===== config.mk =====
export PLATFORM = sky130hd
export DESIGN_NAME = ctrl_decode_pipe
export DESIGN_NICKNAME = d
export VERILOG_FILES = /design/src/rtl/ctrl_decode_pipe.sv
export SDC_FILE = /design/constraint.sdc
export NUM_CORES = 1
export LEC_CHECK = 0
export CORE_AREA = 2 2 102 94
export CTS_CLUSTER_SIZE = 30
export DETAILED_ROUTE_END_ITERATION = 7
export DIE_AREA = 0 0 104 96
export GPL_ROUTABILITY_DRIVEN = 0
export HOLD_SLACK_MARGIN = 0.05
export PLACE_DENSITY = 0.8
export SLEW_MARGIN = 5
export SYNTH_ARGS = -nofsm -noshare
export SYNTH_HDL_FRONTEND = slang
export SYNTH_SLANG_ARGS = --single-unit

===== constraint.sdc =====
create_clock -name clk -period 3.25 [get_ports clk]
set_input_delay 0.4875 -clock clk [delete_from_list [all_inputs] [get_ports clk]]
set_output_delay 0.4875 -clock clk [all_outputs]
set_load 0.005 [all_outputs]

===== src/rtl/ctrl_decode_pipe.sv =====
// Elastic RV32I control decoder: combinational decode into a DEPTH-stage valid/ready pipeline.
// Define CTRL_MDU_EN to accept the M-extension encoding (opcode 0110011, funct7 0000001).
module ctrl_decode_pipe #(
    parameter int unsigned DEPTH     = 2,
    parameter int unsigned TAG_W     = 32,
    parameter int unsigned ILL_CNT_W = 8
) (
    input  logic                 clk,
    input  logic                 rst_n,
    input  logic                 in_valid,
    output logic                 in_ready,
    input  logic [31:0]          in_instr,
    input  logic [TAG_W-1:0]     in_tag,
    input  logic                 flush,
    output logic                 out_valid,
    input  logic                 out_ready,
    output logic                 out_regwrite,
    output logic                 out_alusrc,
    output logic                 out_memwrite,
    output logic                 out_branch,
    output logic                 out_jump,
    output logic                 out_pcresultsrc,
    output logic [2:0]           out_immsrc,
    output logic [2:0]           out_resultsrc,
    output logic [1:0]           out_aluop,
    output logic                 out_mdu,
    output logic                 out_illegal,
    output logic [TAG_W-1:0]     out_tag,
    output logic [ILL_CNT_W-1:0] ill_count
);

    localparam int unsigned LAST = DEPTH - 1;

    localparam logic [6:0] OP_LOAD   = 7'b0000011;
    localparam logic [6:0] OP_STORE  = 7'b0100011;
    localparam logic [6:0] OP_RTYPE  = 7'b0110011;
    localparam logic [6:0] OP_BRANCH = 7'b1100011;
    localparam logic [6:0] OP_ITYPE  = 7'b0010011;
    localparam logic [6:0] OP_JAL    = 7'b1101111;
    localparam logic [6:0] OP_JALR   = 7'b1100111;
    localparam logic [6:0] OP_AUIPC  = 7'b0010111;
    localparam logic [6:0] OP_LUI    = 7'b0110111;

    localparam logic [6:0] F7_ZERO = 7'b0000000;
    localparam logic [6:0] F7_ALT  = 7'b0100000;
`ifdef CTRL_MDU_EN
    localparam logic [6:0] F7_MDU  = 7'b0000001;
`endif

    typedef struct packed {
        logic       regwrite;
        logic [2:0] immsrc;
        logic       alusrc;
        logic       memwrite;
        logic [2:0] resultsrc;
        logic       branch;
        logic [1:0] aluop;
        logic       jump;
        logic       pcresultsrc;
    } ctrl_t;

    typedef struct packed {
        ctrl_t            ctrl;
        logic             mdu;
        logic             illegal;
        logic [TAG_W-1:0] tag;
    } stage_t;

    logic [6:0] opcode;
    logic [6:0] funct7;
    logic [2:0] funct3;
    ctrl_t      dec_ctrl;
    logic       dec_legal;
    logic       dec_mdu;
    stage_t     dec_entry;

    assign opcode = in_instr[6:0];
    assign funct3 = in_instr[14:12];
    assign funct7 = in_instr[31:25];

    // Opcode decode plus legality; illegal encodings collapse to an all-zero bundle.
    always_comb begin
        dec_ctrl  = '0;
        dec_legal = 1'b1;
        dec_mdu   = 1'b0;
        case (opcode)
            OP_LOAD:   dec_ctrl = ctrl_t'(14'b1_000_1_0_001_0_00_0_0);
            OP_STORE:  dec_ctrl = ctrl_t'(14'b0_001_1_1_000_0_00_0_0);
            OP_RTYPE: begin
                dec_ctrl = ctrl_t'(14'b1_000_0_0_000_0_10_0_0);
                if (funct7 == F7_ALT) begin
                    dec_legal = (funct3 == 3'b000) || (funct3 == 3'b101);
                end
`ifdef CTRL_MDU_EN
                else if (funct7 == F7_MDU) begin
                    dec_mdu = 1'b1;
                end
`endif
                else if (funct7 != F7_ZERO) begin
                    dec_legal = 1'b0;
                end
            end
            OP_BRANCH: begin
                dec_ctrl  = ctrl_t'(14'b0_010_0_0_000_1_01_0_0);
                dec_legal = (funct3 != 3'b010) && (funct3 != 3'b011);
            end
            OP_ITYPE: begin
                dec_ctrl = ctrl_t'(14'b1_000_1_0_000_0_10_0_0);
                if (funct3 == 3'b001) begin
                    dec_legal = (funct7 == F7_ZERO);
                end else if (funct3 == 3'b101) begin
                    dec_legal = (funct7 == F7_ZERO) || (funct7 == F7_ALT);
                end
            end
            OP_JAL:    dec_ctrl = ctrl_t'(14'b1_011_0_0_010_0_00_1_0);
            OP_JALR: begin
                dec_ctrl  = ctrl_t'(14'b1_000_1_0_010_0_00_1_1);
                dec_legal = (funct3 == 3'b000);
            end
            OP_AUIPC:  dec_ctrl = ctrl_t'(14'b1_100_0_0_011_0_00_0_0);
            OP_LUI:    dec_ctrl = ctrl_t'(14'b1_100_0_0_100_0_00_0_0);
            default:   dec_legal = 1'b0;
        endcase
        if (!dec_legal) begin
            dec_ctrl = '0;
            dec_mdu  = 1'b0;
        end
    end

    assign dec_entry = '{ctrl: dec_ctrl, mdu: dec_mdu, illegal: !dec_legal, tag: in_tag};

    logic [DEPTH-1:0]     v_q;
    logic [DEPTH-1:0]     v_d;
    logic [DEPTH-1:0]     rdy;
    stage_t               data_q [DEPTH];
    stage_t               data_d [DEPTH];
    logic [ILL_CNT_W-1:0] ill_q;
    logic [ILL_CNT_W-1:0] ill_d;
    logic                 accept;

    // A stage is stalled only when it and every stage after it are full and the consumer is stalled.
    always_comb begin : ready_calc
        logic stall;
        stall = !out_ready;
        rdy   = '0;
        for (int k = int'(LAST); k >= 0; k--) begin
            stall  = stall & v_q[k];
            rdy[k] = !stall;
        end
    end

    assign in_ready = rdy[0] & !flush;
    assign accept   = in_valid & in_ready;

    always_comb begin
        v_d    = v_q;
        data_d = data_q;
        ill_d  = ill_q;
        if (flush) begin
            v_d = '0;
        end else begin
            for (int k = int'(LAST); k >= 1; k--) begin
                if (rdy[k]) begin
                    v_d[k] = v_q[k-1];
                    if (v_q[k-1]) begin
                        data_d[k] = data_q[k-1];
                    end
                end
            end
            if (rdy[0]) begin
                v_d[0] = accept;
                if (accept) begin
                    data_d[0] = dec_entry;
                end
            end
        end
        if (accept && !dec_legal && (ill_q != '1)) begin
            ill_d = ill_q + ILL_CNT_W'(1);
        end
    end

    always_ff @(posedge clk or negedge rst_n) begin
        if (!rst_n) begin
            v_q   <= '0;
            ill_q <= '0;
            for (int k = 0; k < int'(DEPTH); k++) begin
                data_q[k] <= '0;
            end
        end else begin
            v_q    <= v_d;
            data_q <= data_d;
            ill_q  <= ill_d;
        end
    end

    assign out_valid       = v_q[LAST];
    assign out_regwrite    = data_q[LAST].ctrl.regwrite;
    assign out_immsrc      = data_q[LAST].ctrl.immsrc;
    assign out_alusrc      = data_q[LAST].ctrl.alusrc;
    assign out_memwrite    = data_q[LAST].ctrl.memwrite;
    assign out_resultsrc   = data_q[LAST].ctrl.resultsrc;
    assign out_branch      = data_q[LAST].ctrl.branch;
    assign out_aluop       = data_q[LAST].ctrl.aluop;
    assign out_jump        = data_q[LAST].ctrl.jump;
    assign out_pcresultsrc = data_q[LAST].ctrl.pcresultsrc;
    assign out_mdu         = data_q[LAST].mdu;
    assign out_illegal     = data_q[LAST].illegal;
    assign out_tag         = data_q[LAST].tag;
    assign ill_count       = ill_q;

endmodule


# After elaboration in Yosys (flattened, before gate mapping)
# Index checks and enable logic that the tools add are counted.
[classes]
n_bitwise = 7
shifts = 0
add_sub_neg = 1
n_eq_ne = 17
reduce_logical = 15
div = 0
order_cmp = 0
n_mux = 10
mul = 0
[op_table]
columns = ["cell", "count"]
rows = [
  ["$pmux 14 s9", 1],
  ["$eq 7x6->1 const B", 4],
  ["$eq 7x7->1 const B", 3],
  ["$eq 7x5->1 const B", 2],
  ["$mux 14", 1],
  ["$add 8x1->8 const B", 1],
  ["$ne 8x8->1 const B", 1],
  ["$eq 7x2->1 const B", 1],
  ["$logic_not 7->1", 1],
  ["$reduce_bool 7->1", 1],
  ["$mux 1", 6],
  ["$ne 3x2->1 const B", 2],
  ["$reduce_and 3->1", 2],
  ["$pmux 1 s5", 1],
  ["$reduce_or 5->1", 1],
  ["$and 1x1->1", 4],
  ["$logic_not 1->1", 4],
  ["$ne 2x2->1 const B", 2],
  ["$eq 3x1->1 const B", 1],
  ["$eq 3x3->1 const B", 1],
  ["$logic_and 1x1->1", 3],
  ["$logic_not 3->1", 1],
  ["$not 1->1", 3],
  ["$logic_or 1x1->1", 2],
  ["$mux 2", 1],
]
[totals]
mem_bits_ro = 0
regBits = 104
ramBits = 0
wordCells = 75
output_inout_bits = 58
inputBits = 69
memories = 0
latchBits = 0

# Logic depth before layout (Yosys ltp)
[logic_depth]
ltp_word = 8
depth_mapped = 7
depth_no_buf = 7

# Worst setup path after synthesis
# OpenSTA, ideal clock, no wires.
[synth_timing]
kind = "input -> register"
from = "input port in_instr[28]"
to = "register ill_q[1] (netlist: ill_count[1])"
slack_ns = 0.650
required_ns = 3.122
t_arrival_ns = 2.472
path_buffers = 0
setup_time_ns = 0.128
path_stages = 6
path_cell_list = "or4_4 or4_1 a311o_1 o21ai_4 nand2b_1 mux2_1"
[synth_between]
elab_chain_len = 8
elab_cells_between_ends = 12
cone_classes = "eq/ne (1); mux (5); reduce/logical (6)"
[synth_lines]
columns = ["item", "line_no", "source"]
rows = [
  ["from (decl)", "12", "input logic [31:0] in_instr,"],
  ["$eq 7x6->1 / $logic_not 7->1 (equally long branches)", "91, 112, 110", ""],
  ["$logic_or 1x1->1", "112", "dec_legal = (funct7 == F7_ZERO) || (funct7 == F7_ALT);"],
  ["$mux 1", "111", "end else if (funct3 == 3'b101) begin"],
  ["$mux 1", "109", "if (funct3 == 3'b001) begin"],
  ["$pmux 1 s5 (*)", "86", "case (opcode)"],
  ["$logic_not 1->1 (*)", "177", "if (accept && !dec_legal && (ill_q != '1)) begin"],
  ["$logic_and 1x1->1 (*) (2 in series)", "177", ""],
  ["to (signal assigned)", "192", "ill_q <= ill_d;"],
  ["to (decl)", "137", "logic [ILL_CNT_W-1:0] ill_q;"],
]
# Every way passes the cells marked *; elsewhere a longest branch is shown, timed or not.
# A chain may end at the register's enable or synchronous reset.

# Final worst setup path
# Ends and elaborated chain as after synthesis.

==> results.yml <==
worst_setup_path:
  start_kind: "primary input"
  cp_cell_sequence: "clkdlybuf4s50_1 > or4_4 > or4_1 > a311o_1 > o21ai_4 > nand2b_1 > mux2_1"
  cp-end-kind: "flop"
  max_stage_delay_ps: 530
  cp_max_fo: 8
  worstPathArrival_ps: 2970
  cp_slowest_cell: "or4_4"
  rrSetupSlack_ps: 1300
  required_ps: 3490
  crit_type: "in -> reg"
  crit_buf_inv: 1
  crit_family: "simple AND/OR/NAND/NOR gates"
power:
  peakVddDrop_mv: 0.352
  power_density_mw_per_mm2: 546
  p_leak_nw: 2.44
synth:
  muxShareOfSynthArea_pct: 19.8
  ys.flop_type: "dfrtp_1"
  synth-xor-area-share_pct: 1.75
  synth_top_family_by_area: "multiplexers"
  synth_compound_area_share_pct: 5.62
  ys_seq_area_share_pct: 56.7
  yosys_warnings: 0
  syn-cell-area_sq_mm: 0.00450
  synth_most_common_cell: "dfrtp_1"
  synth.top_cell.area_share_pct: 56.7
  postSynthCellCount: 345
  synth-simple-area-share_pct: 7.59
  syn_avg_cell_area_sq_um: 13.0
  async_flop_share_pct: 100
  synth_edf_count: 0
  synthesis.nets: 415
  synth_fa_ha_area_share_pct: 0.278
  synthTopCellsByCount: "102 x dfrtp_1, 78 x mux2_2, 41 x buf_4"
  ys_types: 44
  ys_ff_latch: 102
  ys_top_cells_by_area: "dfrtp_1 57%, mux2_2 20%, buf_4 6.8%"
  yosysTopAreaCell: "dfrtp_1"
cts:
  htree_num_levels: 3
  root_buffer: "clkbuf_8"
  cts_buffers: 9
  cts_tree: "built"
  cts.clk_slew.worst_paths_ps: 90
  cts.sinks: 102
  clkLatencyLatePin_ps: 360
  cts_setup_buffers: 0
  ctsResizeCount: 0
  cts_hold_buf: 0
  clock_path_buffers: 2
sta:
  worstMarginPinSlew_ps: 1030
  max_freq_mhz: 366
  finalClockSkew_ps: 8.28
  tns_ps: 0
  rsz0062_at_grt: "no"
  slew-limit-headroom_pct: 31.1
  setup_viol: 0
  period_needed_ps: 2730
  slew_viol_final: 0
  finalCritPeriodShare_pct: 84.0
  hold_viol_final: 0
layout:
  final_cells: 547
  fillers: 721
  drive_gt1_share_pct: 26.6
  area_delta_synth_final_pct: 25.5
  postLayoutCellArea_sq_mm: 0.00565
  n_antenna_cell: 0
  nNetsFinal: 491
global_route:
  grt_max_degree: 87
  first_global_vias: 2736
  busiest_layer: "met2"
  grt_overflow_total: 0
  met2_usage_pct: 28.0
  use_met3_pct: 5.35
  grt_pass1_wl_um: 13400
  grtUsageMet1_pct: 22.5
  antenna_found_initial: 0
  track_usage_pct: 17.1
floorplan:
  pin_count: 127
  start_util_pct: 50.4
  die_area_sq_mm: 0.00998
  die_w_um: 104
  rows: 33
  die_h_um: 96
  core_area_sq_mm: 0.00892
route:
  viasPerCell: 5.16
  vias: 2825
  wirelength_um: 8060
  drc: 0
  first_pass_iters: 4
  ant_nets: 0
  detail_route.wl_per_cell_um: 14.7
  drtIter0Drc: 63
status:
  status: "completed"
job:
  drv_cap: 0
place:
  dpl.hpwl_um: 5770
  post_dp_cell_area_sq_mm: 0.00548
  dpl.cell_count: 532
  portBuffers: 110
min_path:
  min_path_type: "in -> async"
## layer usage
layer  wire length [um]  vias to the layer above
met5                  0                        -
met4                 61                        0
met3                464                        7
met2               3910                       86
met1               3620                     1416
li1                   -                     1316
## state kept, by name, summed over array words and instances (netlist names), 2 cells and up
register and count:
data_q 46, out_tag 32, ill_count 8, out_immsrc 3, out_resultsrc 3, out_aluop 2, v_q 2
## kinds of logic after synthesis
logic type	after synthesis
buffers and inverters	57
AND/OR/NAND/NOR	65
XOR/XNOR	9
other	1
AO/OA/AOI/OAI	31
flip-flops	102
multiplexers	79
adder cells (fa/ha/maj)	1
## power by group
group	total (mW)	switching, mW	internal, mW
combinational	0.748	0.231	0.517
clock	0.705	0.424	0.281
sequential	1.63	0.140	1.49
## layout make-up
type,count,area (sq um),area share (%)
clock buffers,9,124,2.19
repair buffers,119,1180,20.9
multi-input cells,186,1580,28.0
well taps,122,153,2.70
flip-flops and latches,102,2550,45.2
clock inverters,6,47.5,0.842
inverters,3,11.3,0.199
## worst paths after layout
kind                               from            to  cells after the start
max                        in_instr[28]  ill_count[1]                      7
min                               rst_n   out_tag[23]                      1
max reg2reg                ill_count[0]  ill_count[7]                      8
min reg2reg                  data_q[89]    data_q[89]                      2
max in group asynchronous         rst_n    data_q[49]                      2
min in group clk             data_q[89]    data_q[89]                      2
## per-stage QoR
step	util [%]	worst slack, ps	total power, mW	hold WS [ps]
floorplan	-	650	2.09	192
finish	63.3	520	3.09	311
CTS	63.3	539	3.13	343
detailed placement	61.4	151	2.42	467
global route	63.3	448	3.26	389
global placement	61.4	190	2.38	464
## layout by cell type (no fill, tap or decap), types with 2 or more instances in the layout
cell type / Yosys / routed
nor2_1: 13 / 13
dfrtp_1: 102 / 102
nand2_1: 20 / 19
nand2b_1: 2 / 2
clkdlybuf4s50_1: 0 / 109
nor3_1: 5 / 5
o2111ai_1: 2 / 2
or2_2: 2 / 2
mux2_2: 78 / 78
o41ai_2: 2 / 2
clkinvlp_4: 0 / 3
a21oi_1: 4 / 4
o31ai_1: 4 / 4
nand3b_1: 2 / 2
nand4_1: 4 / 4
xor2_1: 7 / 7
nor2b_1: 4 / 4
clkbuf_8: 0 / 9
nand3_1: 4 / 4
and3_1: 2 / 2
o21ai_0: 8 / 8
xnor2_1: 2 / 2
inv_1: 3 / 3
buf_4: 41 / 9
(Power assumes the default switching activity.)
==> variant: new RTL, same flow settings <==
Add a define of `CTRL_MDU_EN`.
--- a/src/rtl/ctrl_decode_pipe.sv
+++ b/src/rtl/ctrl_decode_pipe.sv
@@ -1,4 +1,6 @@
 // Elastic RV32I control decoder: combinational decode into a DEPTH-stage valid/ready pipeline.
 // Define CTRL_MDU_EN to accept the M-extension encoding (opcode 0110011, funct7 0000001).
+`define CTRL_MDU_EN
+
 module ctrl_decode_pipe #(
     parameter int unsigned DEPTH     = 2,
Behaviour: not the same (Yosys sat finds a counterexample within 4 cycles, from zero or initial values and one cycle with rst_n low).
==> variant against the unedited design <==
  * Die area is the same
  * Synthesized cell count shrank 0.58%
  * Total power grew 5.3%
  * Setup slack gained 170 ps
  * Final cell count shrank 0.55%
  * Routed wire length grew 5.6%
  * Sequential cell count grew 2
  * Combinational power grew 2%
  * Synthesized area grew 0.78%
  * Final area grew 0.91%
  * Clock skew grew 1.8 ps
  * Via count shrank 0.67%
  * First-iteration DRC count grew 46%
  * Largest cell class unchanged
==> variant: results (changes against the unedited design) <==
- Status: complete, no violations
- Unique masters post-synth: 39 (-11%)
- # diodes: 0 (unchanged)
- First-pass GRT wire length: 13600 um (+1.3%)
- CTS Buf Count: 9 (unchanged)
- Wire length on met2: 4310 um (+10%)
- Fraction of registers with async set/reset: 100% (unchanged)
- Ratio of cells with drive above 1 in the final layout: 26.5% (-0.048 points)
- # setup viols final: 0 (unchanged)
- Top post-synthesis cells by count: dfrtp_1 (104), mux2_2 (82), buf_4 (41)
- CTS max path bufs: 2 (unchanged)
- Setup repair bufs after CTS: 0 (unchanged)
- Worst-Skew Late Latency: 370 ps
- 1st-pass router iterations: 5 (+1)
- Max FFs per register: 47 (+2.2%)
- Max rail drop VDD: 0.000220 V (-37%)
- Largest net degree at the start of global routing: 90 (+3.4%)
- Hold Crit Class: in2async
- Clock transition at path regs: 100 ps
- Resized cells post-CTS: 0 (unchanged)
- Initial DRC Count: 92 (+46%)
- Met1 Routed Length: 3630 um (+0.22%)
- Vias in the first global route: 2864 (+4.7%)
- Max FO, Critical Path: 13 (+5)
- Initial antenna violation count: 0 (unchanged)
- Total leakage power: 2.41 nW (-1.3%)
- CP arrival: 2860 ps (-110 ps)
- Tot GR Track Use: 17.6% (+0.56 points)
- Synth area leaders: dfrtp_1 (57%), mux2_2 (20%), buf_4 (6.8%)
- Seq/Total Area, Yosys: 57.4% (+0.67 points)
- Nets: 487 (-0.81%)
- Post-synth top flop: dfrtp_1
- Largest Register: data_q
- Final Skew: 10.1 ps (+1.82 ps)
- Slew HR: 28.4% (-2.7 points)
- H-tree depth: 3 (unchanged)
- Vias/cell: 5.16 (-0.12%)
- Post-DR wirelength/cell: 15.6 um (+6.2%)
- PortBufs: 111 (+0.91%)
- Layout fillers: 716 (-0.69%)
- Ys Warns: 0 (unchanged)
- Top Layer Used: met4
- Mapped Nets: 413 (-0.48%)
- Clk root buf: clkbuf_8
- Met3 WL post-DR: 447 um (-3.7%)
- HPWL after detailed placement: 6010 um (+4.1%)
-- variant: stage by stage --
step | cell area [um2] | worst slack [ps] | instances
6_report | 5700 | 694 | 544
2_1_floorplan | 4530 | 1050 | 343
3_3_place_gp | 5490 | 451 | 528
3_5_place_dp | 5490 | 349 | 528
5_1_grt | 5700 | 482 | 544
4_1_cts | 5700 | 728 | 544
-- variant: final timing paths --
path                              from           end  slack, ps  cells after the start
min in group clk            data_q[87]    data_q[87]        490                      2
setup / recovery           in_instr[2]    data_q[93]        690                      7
hold reg to reg             data_q[87]    data_q[87]        490                      2
max in group asynchronous        rst_n  ill_count[3]       2180                      2
hold / removal                   rst_n   out_tag[17]        310                      1
setup reg to reg                v_q[1]  ill_count[1]       1450                      6
-- variant: critical path, stage by stage --
cell             delay, ps
clkdlybuf4s50_1        640
nor3_1                 420
nand3_1                200
nor3_1                 470
nor2_1                 100
nor3_2                 310
a32o_1                 220
-- variant: final cells by class --
cell class,instances,share of cell area (%)
clock buffer,11,2.66
clock inverter,5,1.08
inverter,3,0.198
tap,122,2.68
multi-input combinational,182,27.3
timing repair buffer,117,20.5
sequential,104,45.7
-- variant: layer usage --
layer,GRT usage [%],vias to the layer above
met4,6.42,0
met5,0,-
met2,31.4,94
li1,-,1304
met1,21.0,1397
met3,4.60,11
-- variant: kinds of logic after synthesis --
kind of cell,after synthesis,share of synthesized area [%]
adders and majority gates,1,0.276
muxes,82,20.4
DFF,104,57.4
xor gates and xnor gates,10,1.93
AOI/OAI and AO/OA,27,4.91
buffers and inverters,57,8.39
and+or+nand+nor,62,6.73
-- variant: report_power, final --
part           leakage, nW  switching (W)  internal [W]
clock network        0.110       0.000432      0.000404
logic                 1.01       0.000241      0.000519
registers             1.29       0.000139       0.00152
